$ cat src/rtl/alu_bus_master_pkg.sv
// Shared definitions for the ALU bus master: slave register map, the
// default result-RAM window base, the sequencer state encoding and a helper
// for the result-RAM address.
package alu_bus_master_pkg;

    // ALU slave register map
    localparam logic [7:0] ADDR_OPA  = 8'h00;
    localparam logic [7:0] ADDR_OPB  = 8'h01;
    localparam logic [7:0] ADDR_OP   = 8'h02;
    localparam logic [7:0] ADDR_RES  = 8'h03;
    localparam logic [7:0] ADDR_STAT = 8'h04;
    localparam logic [7:0] ADDR_GO   = 8'h05;

    // Default base of the result RAM window
    localparam logic [7:0] RAM_BASE_DEFAULT = 8'h20;

    typedef enum logic [3:0] {
        ST_IDLE      = 4'd0,
        ST_WR_A      = 4'd1,
        ST_WR_B      = 4'd2,
        ST_WR_OP     = 4'd3,
        ST_WR_GO     = 4'd4,
        ST_RD_STAT   = 4'd5,
        ST_STAT_WAIT = 4'd6,
        ST_RD_RES    = 4'd7,
        ST_RES_WAIT  = 4'd8,
        ST_WR_RAM    = 4'd9,
        ST_RESP      = 4'd10
    } state_e;

    // Result RAM address; the sum wraps within the 8-bit bus address space.
    function automatic logic [7:0] ram_addr(input logic [7:0] base, input logic [4:0] idx);
        return base + {3'b000, idx};
    endfunction

endpackage

$ cat src/rtl/alu_bus_master.sv
// ALU bus master: takes one command, programs the ALU slave over a
// request/grant bus, polls its status register (bounded by POLL_MAX), reads
// the result, stores it into the result RAM window and reports completion.
// All bus and response outputs are registered, computed from the next state.
module alu_bus_master
    import alu_bus_master_pkg::*;
#(
    parameter logic [7:0]  RAM_BASE = RAM_BASE_DEFAULT,
    parameter int unsigned POLL_MAX = 16
) (
    input  logic        clk,
    input  logic        reset,
    input  logic        cmd_valid,
    output logic        cmd_ready,
    input  logic [31:0] cmd_opa,
    input  logic [31:0] cmd_opb,
    input  logic [3:0]  cmd_op,
    input  logic [4:0]  cmd_idx,
    output logic        M_req,
    output logic        M_wr,
    output logic [7:0]  M_addr,
    output logic [31:0] M_dout,
    input  logic        M_grant,
    input  logic [31:0] M_din,
    output logic        rsp_valid,
    output logic [31:0] rsp_data,
    output logic        rsp_err
);

    localparam int unsigned   PW         = $clog2(POLL_MAX + 1);
    localparam logic [PW-1:0] POLL_LIMIT = PW'(POLL_MAX);

    state_e        state_q, state_d;
    logic [31:0]   opa_q, opa_d;
    logic [31:0]   opb_q, opb_d;
    logic [3:0]    op_q, op_d;
    logic [4:0]    idx_q, idx_d;
    logic [31:0]   result_q, result_d;
    logic          err_q, err_d;
    // Number of status reads issued for the current command
    logic [PW-1:0] poll_q, poll_d;

    logic          req_q, req_d;
    logic          wr_q, wr_d;
    logic [7:0]    addr_q, addr_d;
    logic [31:0]   dout_q, dout_d;
    logic          ready_q, ready_d;
    logic          rsp_valid_q, rsp_valid_d;
    logic [31:0]   rsp_data_q, rsp_data_d;
    logic          rsp_err_q, rsp_err_d;

    logic          beat_done_s;

    assign beat_done_s = req_q & M_grant;

    // Sequencer next state and command/result bookkeeping
    always_comb begin
        state_d  = state_q;
        opa_d    = opa_q;
        opb_d    = opb_q;
        op_d     = op_q;
        idx_d    = idx_q;
        result_d = result_q;
        err_d    = err_q;
        poll_d   = poll_q;
        case (state_q)
            ST_IDLE: begin
                if (cmd_valid) begin
                    opa_d    = cmd_opa;
                    opb_d    = cmd_opb;
                    op_d     = cmd_op;
                    idx_d    = cmd_idx;
                    result_d = 32'h0000_0000;
                    err_d    = 1'b0;
                    poll_d   = '0;
                    state_d  = ST_WR_A;
                end else begin
                    state_d  = ST_IDLE;
                end
            end
            ST_WR_A:   state_d = beat_done_s ? ST_WR_B    : ST_WR_A;
            ST_WR_B:   state_d = beat_done_s ? ST_WR_OP   : ST_WR_B;
            ST_WR_OP:  state_d = beat_done_s ? ST_WR_GO   : ST_WR_OP;
            ST_WR_GO:  state_d = beat_done_s ? ST_RD_STAT : ST_WR_GO;
            ST_RD_STAT: begin
                if (beat_done_s) begin
                    poll_d  = poll_q + {{(PW-1){1'b0}}, 1'b1};
                    state_d = ST_STAT_WAIT;
                end else begin
                    state_d = ST_RD_STAT;
                end
            end
            ST_STAT_WAIT: begin
                if (M_din[0]) begin
                    state_d = ST_RD_RES;
                end else if (poll_q < POLL_LIMIT) begin
                    state_d = ST_RD_STAT;
                end else begin
                    // Slave never reported done: give up without result/RAM beats
                    err_d    = 1'b1;
                    result_d = 32'h0000_0000;
                    state_d  = ST_RESP;
                end
            end
            ST_RD_RES: state_d = beat_done_s ? ST_RES_WAIT : ST_RD_RES;
            ST_RES_WAIT: begin
                result_d = M_din;
                state_d  = ST_WR_RAM;
            end
            ST_WR_RAM: state_d = beat_done_s ? ST_RESP : ST_WR_RAM;
            ST_RESP:   state_d = ST_IDLE;
            default:   state_d = ST_IDLE;
        endcase
    end

    // Bus and response output values for the state being entered
    always_comb begin
        req_d  = 1'b0;
        wr_d   = 1'b0;
        addr_d = 8'h00;
        dout_d = 32'h0000_0000;
        case (state_d)
            ST_WR_A: begin
                req_d = 1'b1; wr_d = 1'b1; addr_d = ADDR_OPA; dout_d = opa_d;
            end
            ST_WR_B: begin
                req_d = 1'b1; wr_d = 1'b1; addr_d = ADDR_OPB; dout_d = opb_d;
            end
            ST_WR_OP: begin
                req_d = 1'b1; wr_d = 1'b1; addr_d = ADDR_OP; dout_d = {28'h000_0000, op_d};
            end
            ST_WR_GO: begin
                req_d = 1'b1; wr_d = 1'b1; addr_d = ADDR_GO; dout_d = 32'h0000_0001;
            end
            ST_RD_STAT: begin
                req_d = 1'b1; addr_d = ADDR_STAT;
            end
            ST_RD_RES: begin
                req_d = 1'b1; addr_d = ADDR_RES;
            end
            ST_WR_RAM: begin
                req_d = 1'b1; wr_d = 1'b1; addr_d = ram_addr(RAM_BASE, idx_d); dout_d = result_d;
            end
            default: begin
                req_d = 1'b0;
            end
        endcase
        ready_d     = (state_d == ST_IDLE);
        rsp_valid_d = (state_d == ST_RESP);
        rsp_data_d  = rsp_valid_d ? result_d : 32'h0000_0000;
        rsp_err_d   = rsp_valid_d ? err_d : 1'b0;
    end

    // State, bookkeeping and output registers with synchronous reset
    always_ff @(posedge clk) begin
        if (reset) begin
            state_q     <= ST_IDLE;
            opa_q       <= 32'h0000_0000;
            opb_q       <= 32'h0000_0000;
            op_q        <= 4'h0;
            idx_q       <= 5'd0;
            result_q    <= 32'h0000_0000;
            err_q       <= 1'b0;
            poll_q      <= '0;
            req_q       <= 1'b0;
            wr_q        <= 1'b0;
            addr_q      <= 8'h00;
            dout_q      <= 32'h0000_0000;
            ready_q     <= 1'b1;
            rsp_valid_q <= 1'b0;
            rsp_data_q  <= 32'h0000_0000;
            rsp_err_q   <= 1'b0;
        end else begin
            state_q     <= state_d;
            opa_q       <= opa_d;
            opb_q       <= opb_d;
            op_q        <= op_d;
            idx_q       <= idx_d;
            result_q    <= result_d;
            err_q       <= err_d;
            poll_q      <= poll_d;
            req_q       <= req_d;
            wr_q        <= wr_d;
            addr_q      <= addr_d;
            dout_q      <= dout_d;
            ready_q     <= ready_d;
            rsp_valid_q <= rsp_valid_d;
            rsp_data_q  <= rsp_data_d;
            rsp_err_q   <= rsp_err_d;
        end
    end

    assign cmd_ready = ready_q;
    assign M_req     = req_q;
    assign M_wr      = wr_q;
    assign M_addr    = addr_q;
    assign M_dout    = dout_q;
    assign rsp_valid = rsp_valid_q;
    assign rsp_data  = rsp_data_q;
    assign rsp_err   = rsp_err_q;

endmodule

$ cat config.mk
export PLATFORM = sky130hd
export DESIGN_NAME = alu_bus_master
export DESIGN_NICKNAME = d
export VERILOG_FILES = /design/src/rtl/alu_bus_master_pkg.sv /design/src/rtl/alu_bus_master.sv
export SDC_FILE = /design/constraint.sdc
export NUM_CORES = 1
export LEC_CHECK = 0
export ABC_AREA = 1
export BUFFER_PORTS_ARGS = -buffer_cell sky130_fd_sc_hd__buf_2
export CAP_MARGIN = 20
export CORE_UTILIZATION = 42
export DETAILED_ROUTE_END_ITERATION = 8
export MAX_ROUTING_LAYER = met4
export PLACE_DENSITY = 0.67
export SETUP_SLACK_MARGIN = 0.2
export SKIP_CTS_REPAIR_TIMING = 1
export SLEW_MARGIN = 30
export SYNTH_ARGS = -nofsm -noshare
export SYNTH_HDL_FRONTEND = slang
export SYNTH_SLANG_ARGS = --single-unit
$ cat constraint.sdc
create_clock -name clk -period 1.6 [get_ports clk]
set_input_delay 0.16 -clock clk [delete_from_list [all_inputs] [get_ports clk]]
set_output_delay 0.16 -clock clk [all_outputs]
set_load 0.1 [all_outputs]
==> flow_summary.yaml, run 1 <==
clocking:
  root_buffer: "clkbuf_16"
  clk_pin_slew_worst_paths_ns: 0.07
  clk_path_buf_depth: 2
  clk_latency_ns: 0.43
  cts-buffers-inserted: 17
  numClockSinks: 190
  h-tree-depth: 4
  tritoncts: "done"
yosys:
  yosys_warnings: 0
  synth_area_leaders: "dfxtp_1, nand2_1, nor2_1, a21oi_1, inv_1"
  syn_area_per_cell_um2: 7.64
  yosysTopAreaCell: "dfxtp_1"
  netlist_area_um2: 7410
  syn_inst: 970
  yosysTopAreaCellShare_pct: 51.3
  seq_area_frac_synth_pct: 51.3
  synth-seq-cells: 190
  synthDistinctLibCells: 33
route:
  wirelength_um: 23100
  postRouteAntennaNets: 0
  dr.first_iter.drc_count: 465
  wire_per_inst_um: 15.4
  vias: 7246
  first_pass_iters: 6
  drcViolationCount: 0
  via_per_inst: 4.83
setup_path:
  r2r-start: "state_q[3]"
  arrival_ns: 2.21
  critPathBufInv: 5
  rr_endpoint: "M_dout[18]"
  rrSetupSlack_ns: -0.26
  cp-start-kind: "flop"
  crit_chain: "nor2_4 > buf_6 > buf_4 > buf_4 > nand3_2 > nand3_2 > nor2_4 > nor2_4 > buf_4 > clkbuf_16 > nand3b_1 > a21oi_1"
  slowest_delay_ns: 0.38
  worstSetupPathType: "flop to flop"
  crit_required_ns: 1.95
  crit_start: "state_q[3]"
  slowest_stage: "dfxtp_4"
  critPathTopFamily: "buffers and inverters"
  reg2regPathDepth: 12
  worstPathMaxFanout: 10
  worstSetupEndpointType: "flop"
sta:
  fmax_mhz: 538
  drv_slew: 0
  whs_ns: -0.0146
  max_slew_margin_pct: 59.3
  finalCriticalPeriod_ns: 1.86
  rsz0062_at_grt: "true"
  timing.final.ws_setup_ns: -0.260
  fin_skew_ns: 0.0103
  min_period_over_period_pct: 116
  setup_viol: 92
  hold_viol: 5
  tightestPinTransition_ns: 0.610
global_route:
  grt_pass1_vias: 6413
  grt_overflow: 0
  grt_max_degree: 53
  grt_pass1_wl_um: 32100
  antenna_found_initial: 0
  grtUsageTotal_pct: 23.6
min_path:
  whs_path_depth: 3
  min-delay-path-class: "input port to flop"
  hold_start: "cmd_opb[19]"
  min_to: "opb_q[19]"
outcome:
  outcome: "finished with violations"
  violations: "hold timing, setup timing"
layout:
  area_delta_synth_final_pct: 47.3
  drive_above_1_share_pct: 38.9
  fill_cells: 1494
  most-common-layout-cells: "nand2_1, dfxtp_1, buf_2"
  multi_input_area_um2: 3480
  seqCellArea_um2: 3820
  n_antenna_cell: 0
  nNetsFinal: 1371
  final_common_cell: "nand2_1"
die:
  num_rows: 48
  io_pins: 186
  fp.dieW_um: 135
  dieArea_um2: 18200
  initial_core_util_pct: 43.0
  dieHeight_um: 135
  core_um2: 17200
pwr:
  p_per_area_nw_per_um2: 1270
  leakagePower_uw: 0.00526
  peakVddDrop_uv: 865
place:
  place_ws_ns: -0.213
  gp_congestion: 0.871
  numPortBuffers: 183
  dp_hpwl_um: 14900
flow_run:
  drv_cap: 0
==> cells in the mapped netlist (all sizes together) <==
cell type	n
and3	1
a21oi	61
mux2i	21
nor3	5
buf	31
nand4	2
o21ai	51
clkinv	1
nand3b	23
nor4	2
conb	1
inv	88
ha	1
nor3b	1
o211ai	1
clkbuf	21
or2	40
nand3	44
nand2	201
o31ai	2
nor2	182
dfxtp	190
==> sequential cells by signal, indices dropped and copies added, names as in the netlist <==
register and count:
M_dout 32, opa_q 32, opb_q 32, result_q 32
rsp_data 32, M_addr 6, idx_q 5, poll_q 5
op_q 4, state_q 4, M_req 1, M_wr 1
cmd_ready 1, err_q 1, rsp_err 1, rsp_valid 1
==> through the flow <==
step / total power, µW / std cells / util [%] / cell area (µm²) / setup TNS, ns
after floorplan: 7690 / 971 / - / 7530 / -0.00749
after global placement: 8910 / 1427 / 54.3 / 9360 / -9.81
after detailed placement: 8930 / 1427 / 54.3 / 9360 / -10.26
after CTS: 12900 / 1459 / 57.5 / 9910 / -12.37
after global routing: 14400 / 1499 / 63.4 / 10900 / -20.26
final: 13800 / 1499 / 63.4 / 10900 / -11.77
==> per-layer routing <==
metal	part of all wire, %	global-route usage (%)	routed length (µm)
met1	47	31.7	10800
met2	46	36.2	10700
met3	5.1	3.64	1170
met4	1.9	7.68	436
met5	0	-	0
==> worst register-to-register path: cells and delay by family, from the launching register on <==
family                 cells  cell delay, ns
AOI/OAI and AO/OA          1            0.15
buffers and inverters      5            0.66
DFF                        1            0.38
and+or+nand+nor            6            0.60
==> power by group <==
part           total (µW)  switching, µW  leakage [µW]  internal [µW]
logic                4550           2750       0.00343           1800
registers            5240            150       0.00155           5090
clock network        4040           1990      0.000272           2050
==> worst max path at each step <==
stage | slack [ns] | endpoint | cells after the start
2_1_floorplan | -0.004 | M_dout[3] | 11
3_3_place_gp | -0.20 | M_dout[14] | 8
3_5_place_dp | -0.21 | M_dout[14] | 8
4_1_cts | -0.23 | M_dout[14] | 8
5_1_grt | -0.33 | M_dout[18] | 12
6_report | -0.26 | M_dout[18] | 12
==> area by class of cell <==
cell class	count	area share, %
clock inverters	14	1.15
multi-input cells	640	31.9
well taps	225	2.58
inverters	89	3.32
clock buffers	18	3.93
flip-flops and latches	190	35.0
repair buffers	322	22.1
repair inverters	1	0.0458
==> logic make-up after synthesis <==
| group | Yosys count | synth area share [%] |
|---|---|---|
| AO/OA/AOI/OAI | 115 | 7.97 |
| flip-flops | 190 | 51.3 |
| AND/OR/NAND/NOR | 501 | 29.6 |
| other | 1 | 0.0506 |
| multiplexers | 21 | 2.84 |
| adder cells (fa/ha/maj) | 1 | 0.169 |
| buffers and inverters | 141 | 8.03 |
Note: power is estimated with default switching activity, not from simulation.
==> run 2, diff against run 1 <==
CORE_MARGIN = 2   (was unset)
==> flow_summary.yaml, run 2 (same netlist as run 1, synthesis figures left out) <==
outcome:
  outcome: "finished with violations"
  violations: "hold timing, setup timing"
layout:
  most-common-layout-cells: "dfxtp_1, buf_2, nand2_1"
  fin_cells: 1496
  drive_above_1_share_pct: 39.8
  final_common_cell: "dfxtp_1"
  seqCellArea_um2: 3820
  nNetsFinal: 1368
  area_delta_synth_final_pct: 46.1
  multi_input_area_um2: 3490
  finish.instance_area_um2: 10800
  fill_cells: 1532
setup_path:
  worstPathMaxFanout: 6
  cp-start-kind: "flop"
  worstSetupEndpointType: "flop"
  crit_required_ns: 1.98
  reg2regPathDepth: 11
  worstSetupPathType: "flop to flop"
  arrival_ns: 2.18
sta:
  timing.final.ws_setup_ns: -0.199
  max_slew_margin_pct: 65.4
  fin_skew_ns: 0.00732
  tightestPinTransition_ns: 0.522
  drv_slew: 0
  rsz0062_at_grt: "true"
  hold_viol: 12
  min_period_over_period_pct: 112
  setup_viol: 95
  whs_ns: -0.0215
  finalCriticalPeriod_ns: 1.80
  fmax_mhz: 556
route:
  wl_met1_um: 10300
  first_pass_iters: 5
  vias: 7128
  wirelength_um: 22500
  highest_layer: "met4"
  dr.first_iter.drc_count: 428
  postRouteAntennaNets: 0
  via_per_inst: 4.76
  route.met3.wl_um: 1150
  drcViolationCount: 0
  route.met2.wl_um: 10800
  wire_per_inst_um: 15.0
place:
  placed_area_um2: 9460
  dp_hpwl_um: 15400
  gp_congestion: 0.889
  dp.cells: 1438
  numPortBuffers: 183
clocking:
  root_buffer: "clkbuf_16"
  cts-buffers-inserted: 17
  h-tree-depth: 4
  tritoncts: "done"
  clk_pin_slew_worst_paths_ns: 0.07
  numClockSinks: 190
  clk_path_buf_depth: 2
  clk_latency_ns: 0.44
pwr:
  finalPower_uw: 13600
  p_per_area_nw_per_um2: 1250
  peakVddDrop_uv: 844
  leakagePower_uw: 0.00521
die:
  initial_core_util_pct: 42.9
  dieArea_um2: 18700
  io_pins: 186
  core_um2: 17300
  dieHeight_um: 137
  num_rows: 48
  fp.dieW_um: 137
global_route:
  grt_pass1_wl_um: 32800
  grtUsageTotal_pct: 23.5
  antenna_found_initial: 1
  grt_overflow: 0
  grt_max_degree: 65
  grt_pass1_vias: 6593
min_path:
  min-delay-path-class: "input port to flop"
  whs_path_depth: 3
flow_run:
  drv_cap: 0
-- run 2: layout make-up --
cell class / instances / area share (%)
timing repair buffer: 320 / 21.7
sequential: 190 / 35.3
multi-input combinational: 640 / 32.3
antenna: 1 / 0.0231
clock buffer: 19 / 4.00
tap: 225 / 2.60
clock inverter: 12 / 0.832
inverter: 89 / 3.27
-- run 2: final timing paths --
| kind | from | endpoint | slack, ns |
|---|---|---|---|
| max | state_q[3] | M_dout[6] | -0.20 |
| min | cmd_opb[14] | opb_q[14] | -0.02 |
| max reg2reg | state_q[3] | M_dout[6] | -0.20 |
| min reg2reg | opb_q[28] | opb_q[28] | 0.47 |
-- run 2: through the flow --
stage	utilization [%]	setup slack (ns)	TNS, ns
detailed placement	54.7	-0.238	-16.15
CTS	57.7	-0.318	-20.97
global placement	54.7	-0.314	-18.76
floorplan	-	-0.00392	-0.00749
finish	62.6	-0.199	-10.52
global route	62.6	-0.308	-21.90
-- run 2: worst max-delay path, cell delays in order (launching register included) --
cell	delay, ns
dfxtp_4	0.37
nor2_4	0.19
nand3_4	0.17
buf_12	0.17
buf_8	0.13
o21ai_4	0.09
inv_4	0.09
clkbuf_16	0.16
or2_1	0.20
nand3_1	0.08
nand2_1	0.05
inv_1	0.04
-- run 2: layer usage --
metal,up-vias,global-route usage (%)
li1,3614,-
met1,3285,30.8
met2,203,36.7
met3,26,3.96
met4,0,8.36
met5,-,-
-- run 2: report_power, final --
group / switching (µW) / leakage [µW] / total (µW) / internal [µW]
combinational: 2690 / 0.00340 / 4470 / 1780
clock: 1870 / 0.000250 / 3860 / 1990
sequential: 152 / 0.00155 / 5240 / 5090
total: 4710 / 0.00521 / 13600 / 8860
